==> src/rtl/sensors_height_filter.sv <==
// Purpose : averages the non-zero opposing sensor pairs of one snapshot, rounds
//           half-up with a serial restoring divider, and smooths the result
//           over a DEPTH-entry moving average; a snapshot with no usable pair
//           raises a fault pulse instead.
// Latency : out_valid NPAIR+SW+2 edges after the accepting edge, fault NPAIR+1.
// Backpr. : one snapshot in flight; in_ready is high only in IDLE, so the
//           source holds its snapshot while the block is busy.
// Ports   : clk/rst (sync, active-high) | in_valid/in_ready + sensors (flat,
//           sensor i at [(i+1)*W-1:i*W]) | raw_height, height, out_valid, fault.
module sensors_height_filter #(
   parameter int W     = 8,
   parameter int NPAIR = 2,
   parameter int DEPTH = 4
) (
   input  logic                 clk,
   input  logic                 rst,
   input  logic                 in_valid,
   output logic                 in_ready,
   input  logic [2*NPAIR*W-1:0] sensors,
   output logic [W-1:0]         raw_height,
   output logic [W-1:0]         height,
   output logic                 out_valid,
   output logic                 fault
);

   localparam int SW   = W + $clog2(2*NPAIR);      // pair-sum / dividend width
   localparam int NW   = $clog2(2*NPAIR + 1);      // reading-count width
   localparam int LD   = $clog2(DEPTH);
   localparam int RW   = W + LD;                   // running-sum width
   localparam int PW   = (DEPTH > 1) ? LD : 1;
   localparam int CMAX = (SW > NPAIR) ? SW : NPAIR;
   localparam int CW   = $clog2(CMAX + 1) + 1;
   localparam logic [CW-1:0] C_SCAN_LAST = CW'(NPAIR - 1);
   localparam logic [CW-1:0] C_DIV_LAST  = CW'(SW);

   typedef enum logic [2:0] {S_IDLE, S_SCAN, S_DIV, S_AVG, S_FLT} state_t;

   state_t                 r_state, w_state_nxt;
   logic [2*NPAIR*W-1:0]   r_sens;
   logic [SW-1:0]          r_sum, r_dvd, r_rem;
   logic [NW-1:0]          r_n;
   logic [CW-1:0]          r_cnt;
   logic [W-1:0]           r_quo, r_raw, r_height;
   logic [W-1:0]           r_win [DEPTH];
   logic [PW-1:0]          r_ptr;
   logic [RW-1:0]          r_runsum;
   logic                   r_first, r_out_valid, r_fault;

   logic [W-1:0]           w_sa, w_sb;
   logic                   w_pair_ok;
   logic [SW:0]            w_trial;
   logic                   w_qbit;
   logic [SW-1:0]          w_rem_nxt;
   logic [RW-1:0]          w_runsum_nxt, w_hgt_rnd;

   // Pair under examination during SCAN is selected by r_cnt.
   always_comb begin
      w_sa = '0;
      w_sb = '0;
      for (int p = 0; p < NPAIR; p++) begin
         if (r_cnt == CW'(p)) begin
            w_sa = r_sens[p*W +: W];
            w_sb = r_sens[(p+NPAIR)*W +: W];
         end
      end
      w_pair_ok = (w_sa != '0) && (w_sb != '0);
   end

   // One restoring-division step: bring down the dividend MSB, subtract if it fits.
   always_comb begin
      w_trial   = {r_rem, r_dvd[SW-1]};
      w_qbit    = (w_trial >= (SW+1)'(r_n));
      w_rem_nxt = w_qbit ? SW'(w_trial - (SW+1)'(r_n)) : w_trial[SW-1:0];
   end

   // First good sample preloads every window entry, so the sum is raw*DEPTH.
   always_comb begin
      w_runsum_nxt = r_first ? (RW'(r_quo) << LD)
                             : (r_runsum - RW'(r_win[r_ptr]) + RW'(r_quo));
      w_hgt_rnd    = w_runsum_nxt + RW'(DEPTH/2);
   end

   // State register
   always_ff @(posedge clk) begin
      if (rst) r_state <= S_IDLE;
      else     r_state <= w_state_nxt;
   end

   // Next-state logic. The zero-pair decision uses the last pair's result
   // combinationally so a fault leaves SCAN without an extra cycle.
   always_comb begin
      w_state_nxt = r_state;
      case (r_state)
         S_IDLE: if (in_valid) w_state_nxt = S_SCAN;
         S_SCAN: if (r_cnt == C_SCAN_LAST)
                    w_state_nxt = (w_pair_ok || (r_n != '0)) ? S_DIV : S_FLT;
         S_DIV:  if (r_cnt == C_DIV_LAST) w_state_nxt = S_AVG;
         S_AVG:  w_state_nxt = S_IDLE;
         S_FLT:  w_state_nxt = S_IDLE;
         default: w_state_nxt = S_IDLE;
      endcase
   end

   // Output logic
   always_comb begin
      in_ready = (r_state == S_IDLE);
   end

   assign raw_height = r_raw;
   assign height     = r_height;
   assign out_valid  = r_out_valid;
   assign fault      = r_fault;

   // Datapath. DIV spends its first cycle (r_cnt==0) loading the rounded
   // dividend, then produces one quotient bit per cycle for SW cycles.
   always_ff @(posedge clk) begin
      if (rst) begin
         r_sens      <= '0;
         r_sum       <= '0;
         r_dvd       <= '0;
         r_rem       <= '0;
         r_n         <= '0;
         r_cnt       <= '0;
         r_quo       <= '0;
         r_raw       <= '0;
         r_height    <= '0;
         r_ptr       <= '0;
         r_runsum    <= '0;
         r_first     <= 1'b1;
         r_out_valid <= 1'b0;
         r_fault     <= 1'b0;
         for (int i = 0; i < DEPTH; i++) r_win[i] <= '0;
      end else begin
         r_out_valid <= 1'b0;
         r_fault     <= 1'b0;
         case (r_state)
            S_IDLE: begin
               if (in_valid) begin
                  r_sens <= sensors;
                  r_sum  <= '0;
                  r_n    <= '0;
                  r_cnt  <= '0;
               end
            end
            S_SCAN: begin
               if (w_pair_ok) begin
                  r_sum <= r_sum + SW'(w_sa) + SW'(w_sb);
                  r_n   <= r_n + NW'(2);
               end
               r_cnt <= (r_cnt == C_SCAN_LAST) ? '0 : r_cnt + CW'(1);
            end
            S_DIV: begin
               if (r_cnt == '0) begin
                  r_dvd <= r_sum + SW'(r_n >> 1);
                  r_rem <= '0;
                  r_quo <= '0;
               end else begin
                  r_rem <= w_rem_nxt;
                  r_dvd <= {r_dvd[SW-2:0], 1'b0};
                  r_quo <= {r_quo[W-2:0], w_qbit};
               end
               r_cnt <= r_cnt + CW'(1);
            end
            S_AVG: begin
               if (r_first) begin
                  for (int i = 0; i < DEPTH; i++) r_win[i] <= r_quo;
               end else begin
                  r_win[r_ptr] <= r_quo;
                  r_ptr <= (r_ptr == PW'(DEPTH-1)) ? '0 : r_ptr + PW'(1);
               end
               r_runsum    <= w_runsum_nxt;
               r_raw       <= r_quo;
               r_height    <= W'(w_hgt_rnd >> LD);
               r_first     <= 1'b0;
               r_out_valid <= 1'b1;
            end
            S_FLT: begin
               r_fault <= 1'b1;
            end
            default: ;
         endcase
      end
   end

endmodule

==> config.mk <==
export PLATFORM = sky130hd
export DESIGN_NAME = sensors_height_filter
export DESIGN_NICKNAME = d
export VERILOG_FILES = /design/src/rtl/sensors_height_filter.sv
export SDC_FILE = /design/constraint.sdc
export NUM_CORES = 1
export LEC_CHECK = 0
export ABC_CLOCK_PERIOD_IN_PS = 9350
export CAP_MARGIN = 25
export CORE_ASPECT_RATIO = 0.9
export CORE_MARGIN = 3
export CORE_UTILIZATION = 34
export CTS_BUF_LIST = sky130_fd_sc_hd__clkbuf_8
export DETAILED_ROUTE_END_ITERATION = 7
export HOLD_SLACK_MARGIN = 0.05
export PLACE_DENSITY_LB_ADDON = 0.2
export SLEW_MARGIN = 30
export SYNTH_ARGS = -nofsm -noshare
export SYNTH_HDL_FRONTEND = slang
export SYNTH_SLANG_ARGS = --single-unit
==> constraint.sdc <==
create_clock -name clk -period 9.35 [get_ports clk]
set_clock_uncertainty 0.2 [all_clocks]
set_input_delay 1.4025 -clock clk [delete_from_list [all_inputs] [get_ports clk]]
set_output_delay 1.4025 -clock clk [all_outputs]
set_load 0.1 [all_outputs]
# Yosys cells after proc, flatten, opt, wreduce, memory -nomap -nowiden
# Memory sizes are Yosys's and may differ from the RTL's. A register that Yosys moved wholly into a read port is not among the register bits.
# Cells that the tools add are included.
# Widths: inputs -> output; s select.
# classes
n_mux	45
bitwise_logic	5
magnitude_cmp	1
reduce_logical	15
n_eq_ne	11
n_addsub	10
# op_table
cell	count
$mux 8	10
$mux 10	6
$add 10x8->10	3
$pmux 10 s2	1
$mux 3	6
$reduce_bool 8->1	2
$pmux 5 s3	1
$mux 1	13
$ge 11x3->1	1
$add 10x2->10	1
$add 10x2->10 const B	1
$mux 5	2
$sub 10x3->10	1
$sub 10x8->10	1
$pmux 3 s3	1
$mux 2	4
$ne 2x2->1 const B	4
$reduce_or 8->1	1
$eq 3x2->1 const B	2
$pmux 3 s2	1
$reduce_and 2->1	3
$reduce_and 3->1	2
$reduce_bool 3->1	2
$add 5x1->5 const B	1
14 further kinds	17
# word_totals
n_memories	1
register_bits	112
mem_bits_rw	32
output_inout_bits	19
# memory_table
memory	words	width	rd	rd_ports_with_merged_regs	write_ports	line_no	rtl
r_win	4	8	1	1	4	44	logic [W-1:0] r_win [DEPTH];

# Depth between registers and ports, before layout
# logic_depth
depth_word	9
ltp_mapped	18
mapped_depth_nobuf	16

# Worst setup path before layout
# OpenSTA, ideal clock, no wires.
# synth_path
kind	register -> register
startpoint	reg r_cnt[0]
endpoint	reg r_sum[9]
path_buffers	2
required_time_ns	9.078
stages_incl_launch_ff	19
setup_slack_ns	4.979
synth_period_minus_slack_ns	4.371
t_arrival_ns	4.099
path_cell_list	dfxtp_1 inv_1 ha_1 or4b_1 clkbuf_1 nor2_1 clkbuf_1 a22oi_1 fa_1 inv_1 ha_1 fa_1 a21o_1 a21oi_1 o21bai_1 a21oi_1 nor2b_1 o31ai_1 mux2i_1
# synth_via
elab_chain_cells	7
elab_cells_between_ends	15
# synth_rtl
element	line_no	rtl
from (decl)	42	logic [CW-1:0] r_cnt;
from (signal assigned)	150	r_cnt <= (r_cnt == C_SCAN_LAST) ? '0 : r_cnt + CW'(1);
from (signal assigned)	162	r_cnt <= r_cnt + CW'(1);
$logic_not 5->1	61	if (r_cnt == CW'(p)) begin
$mux 8 (2 in series)	61	
$add 10x8->10 or $reduce_bool 8->1 (tied branches)	147, 66	
$add 10x8->10 or $logic_and 1x1->1 (tied branches)	147, 66	
$mux 10 or $ne 2x2->1 (tied branches)	n/a	
$pmux 10 s2 or $reduce_and 3->1 (tied branches)	n/a	
to (signal assigned)	147	r_sum <= r_sum + SW'(w_sa) + SW'(w_sb);
to (decl)	40	logic [SW-1:0] r_sum, r_dvd, r_rem;
# Several ways; a longest one is shown, not always the timed one. The select of a mux whose other input is x is not followed.
# A chain may end at the register's enable or synchronous reset.

# Final worst setup path
# Ends and elaborated chain as after synthesis.

==> impl_metrics.toml <==
[status]
outcome = "complete, no violations"

[grt]
grt_usage_pct = 16.0
overflow = 0
grt_pass1_vias = 6056
grt_max_degree = 74
antenna_found_initial = 0
grt_pass1_wl_um = 31400

[sta]
finalCritPeriodShare_pct = 52.5
fin_tns_setup_ns = 0
min_period_ns = 4.91
setup_slack_ns = 4.44
hold_violations = 0
tightest_slew_ns = 1.00
slew_headroom_pct = 33.0
fmax_mhz = 204
slew_violations = 0
setup_viol = 0
grt_setup_unrepaired = "false"

[power_and_ir_drop]
peakVddDrop_mv = 0.0811
power.share.switching_pct = 29.8
clock_power_share_pct = 35.3
pwr-share-seq_pct = 50.2
p_leak_nw = 3.28
pwr_density_cell_nw_per_um2 = 151
internal_power_mw = 0.946
combPwrFrac_pct = 14.5
switchingPower_mw = 0.401

[placed_design]
dp_hpwl_um = 13500
portBuffers = 53
post-place-ws_ns = 4.16
place_congestion = 0.855

[synth]
ys_seq_elements = 145
synth_enable_flop_cells = 32
syn-num-nets = 970
ys_seq_area_share_pct = 41.6
synth_cell_type_count = 65
syn_area_um2 = 7740
yosys_warnings = 0
yosys.area.top_type_share_pct = 29.2
synth_area_per_cell_um2 = 8.76
yosys.area.top_type = "dfxtp_1"
synth_flop_cell = "dfxtp_1"
syn_inst = 884
synthTopCellsByArea = "dfxtp_1, edfxtp_1, nand2_1"
synth-async-reset-ratio_pct = 0

[cts]
clock_sinks = 145
clock_latency_ns = 0.46
htree_levels = 4
cts_hold_buf = 0
cts_tree = "yes"
cts_buffer_depth = 2
cts_root_buf = "clkbuf_8"
cts.reportedPaths.clkPinSlew_ns = 0.08
ctsResizeCount = 0
postCtsSetupRepairBufs = 0
numCtsBuffers = 17

[critical_path]
path_class = "reg2reg"
cp-end-kind = "flip-flop"
crit_required_ns = 9.54
r2r-end = "r_sum[9]"
reg2reg_slack_ns = 4.44
cp.depth = 16
max_stage_delay_ns = 0.77
timing.critical_path.buf_inv = 2
cp_top_family = "simple AND/OR/NAND/NOR gates"
cp-endpoint = "r_sum[9]"
r2r-start = "r_cnt[0]"
worst_r2r_path_depth = 16
path_max_fanout = 16
cp_data_arrival_time_ns = 5.10
crit_start = "r_cnt[0]"
cp_slowest_cell = "or4b_1"
cp-start-kind = "flip-flop"
path_cells = "inv_1, ha_1, or4b_1, nor2_2, a22oi_1, fa_1, inv_1, ha_1, fa_1, a21o_1, a21oi_1, o21bai_1, a21oi_1, nor2b_1, o31ai_1, mux2i_1"

[floorplan]
dieArea_um2 = 24600
initial_core_util_pct = 35.2
rows = 51
fp.dieW_um = 165
pin_count = 54
core_um2 = 22000
die_h_um = 149

[route]
dr.pass1.iters = 4
post-route-drc-count = 0
vias_per_cell = 5.09
drt.antenna.violating_nets = 0
wl_per_cell_um = 15.4
finalWirelength_um = 18800
drtIter0Drc = 364
vias = 6221

[finish]
syn_to_final_growth_pct = 15.2
antennaDiodeCount = 0
nets = 1005
final_cell_mix = "nand2_1, dfxtp_1, a21oi_1, inv_1, nor2_1"
final_common_cell = "nand2_1"
drive_above_1_share_pct = 7.08
post-route-util_pct = 40.5

[run]
cap_viol_max_count = 0

[hold_path]
min_path_type = "reg2reg"
==> synth_stat cells, drive strengths merged, types with 18 or more instances <==
| cell type | number |
|---|---|
| fa | 19 |
| a211oi | 20 |
| o21ai | 18 |
| nor4 | 19 |
| inv | 73 |
| nor2 | 74 |
| ha | 32 |
| clkbuf | 43 |
| nor3 | 44 |
| dfxtp | 113 |
| nand2 | 139 |
| a22oi | 32 |
| edfxtp | 32 |
| xnor2 | 18 |
| a21oi | 81 |
==> tightest hold or removal path: stages, from the launching register on <==
cell	delay (ns)
dfxtp_1	0.31
nand2_1	0.05
o21ai_1	0.05
==> cells by family after synthesis <==
logic type               Yosys count  synth area share [%]
AND/OR/NAND/NOR                  336                  20.4
AO/OA/AOI/OAI                    186                  15.5
flip-flops                       145                  41.6
multiplexers                      11                  2.71
buffers and inverters            121                  5.91
other                              1                0.0484
adder cells (fa/ha/maj)           51                  10.1
XOR/XNOR                          33                  3.73
==> area by class of cell <==
type                    instances  area [um2]
fillers                      2248       13100
multi-input cells             618        4080
flip-flops and latches        145        3220
repair buffers                 64         611
well taps                     291         364
inverters                      73         274
clock buffers                  17         234
clock inverters                15         135
==> per-layer routing <==
| metal | vias up | routed length, um | global-route usage (%) |
|---|---|---|---|
| li1 | 3142 | - | - |
| met1 | 2969 | 8980 | 21.6 |
| met5 | - | 0 | 0 |
| met3 | 25 | 584 | 2.83 |
| met2 | 85 | 8850 | 25.8 |
| met4 | 0 | 425 | 5.91 |
==> state kept, by name, indices dropped and copies added (netlist names), 3 cells and up, named ones only <==
signal / count
r_sum: 10
height: 8
r_rem: 10
r_sens: 32
raw_height: 8
r_state: 3
r_cnt: 5
r_dvd: 10
r_win: 32
r_runsum: 10
r_quo: 8
==> through the flow <==
| stage | cells | hold slack (ns) | power (mW) | area (um2) |
|---|---|---|---|---|
| 4_1_cts | 1223 | 0.251 | 1.36 | 8920 |
| 2_1_floorplan | 884 | 0.232 | 0.828 | 7740 |
| 6_report | 1223 | 0.246 | 1.35 | 8920 |
| 3_3_place_gp | 1191 | 0.241 | 0.886 | 8540 |
| 3_5_place_dp | 1191 | 0.240 | 0.887 | 8550 |
| 5_1_grt | 1223 | 0.268 | 1.42 | 8920 |
==> power groups by stage <==
stage	Combinational, mW	Clock, mW	Sequential (mW)
global route	0.222	0.517	0.679
CTS	0.198	0.488	0.676
finish	0.195	0.475	0.676
global placement	0.195	0	0.691
detailed placement	0.197	0	0.691
floorplan	0.145	0	0.684
==> how the worst min path moves through the flow <==
stage          slack [ns]  cells after the start         from          end
2_1_floorplan        0.23                      2  r_runsum[0]  r_runsum[0]
3_3_place_gp         0.24                      2    height[7]    height[7]
3_5_place_dp         0.24                      2    height[7]    height[7]
4_1_cts              0.25                      2    height[7]    height[7]
5_1_grt              0.27                      2    height[7]    height[7]
6_report             0.25                      2    height[7]    height[7]
Power figures use the tool's default switching activity.
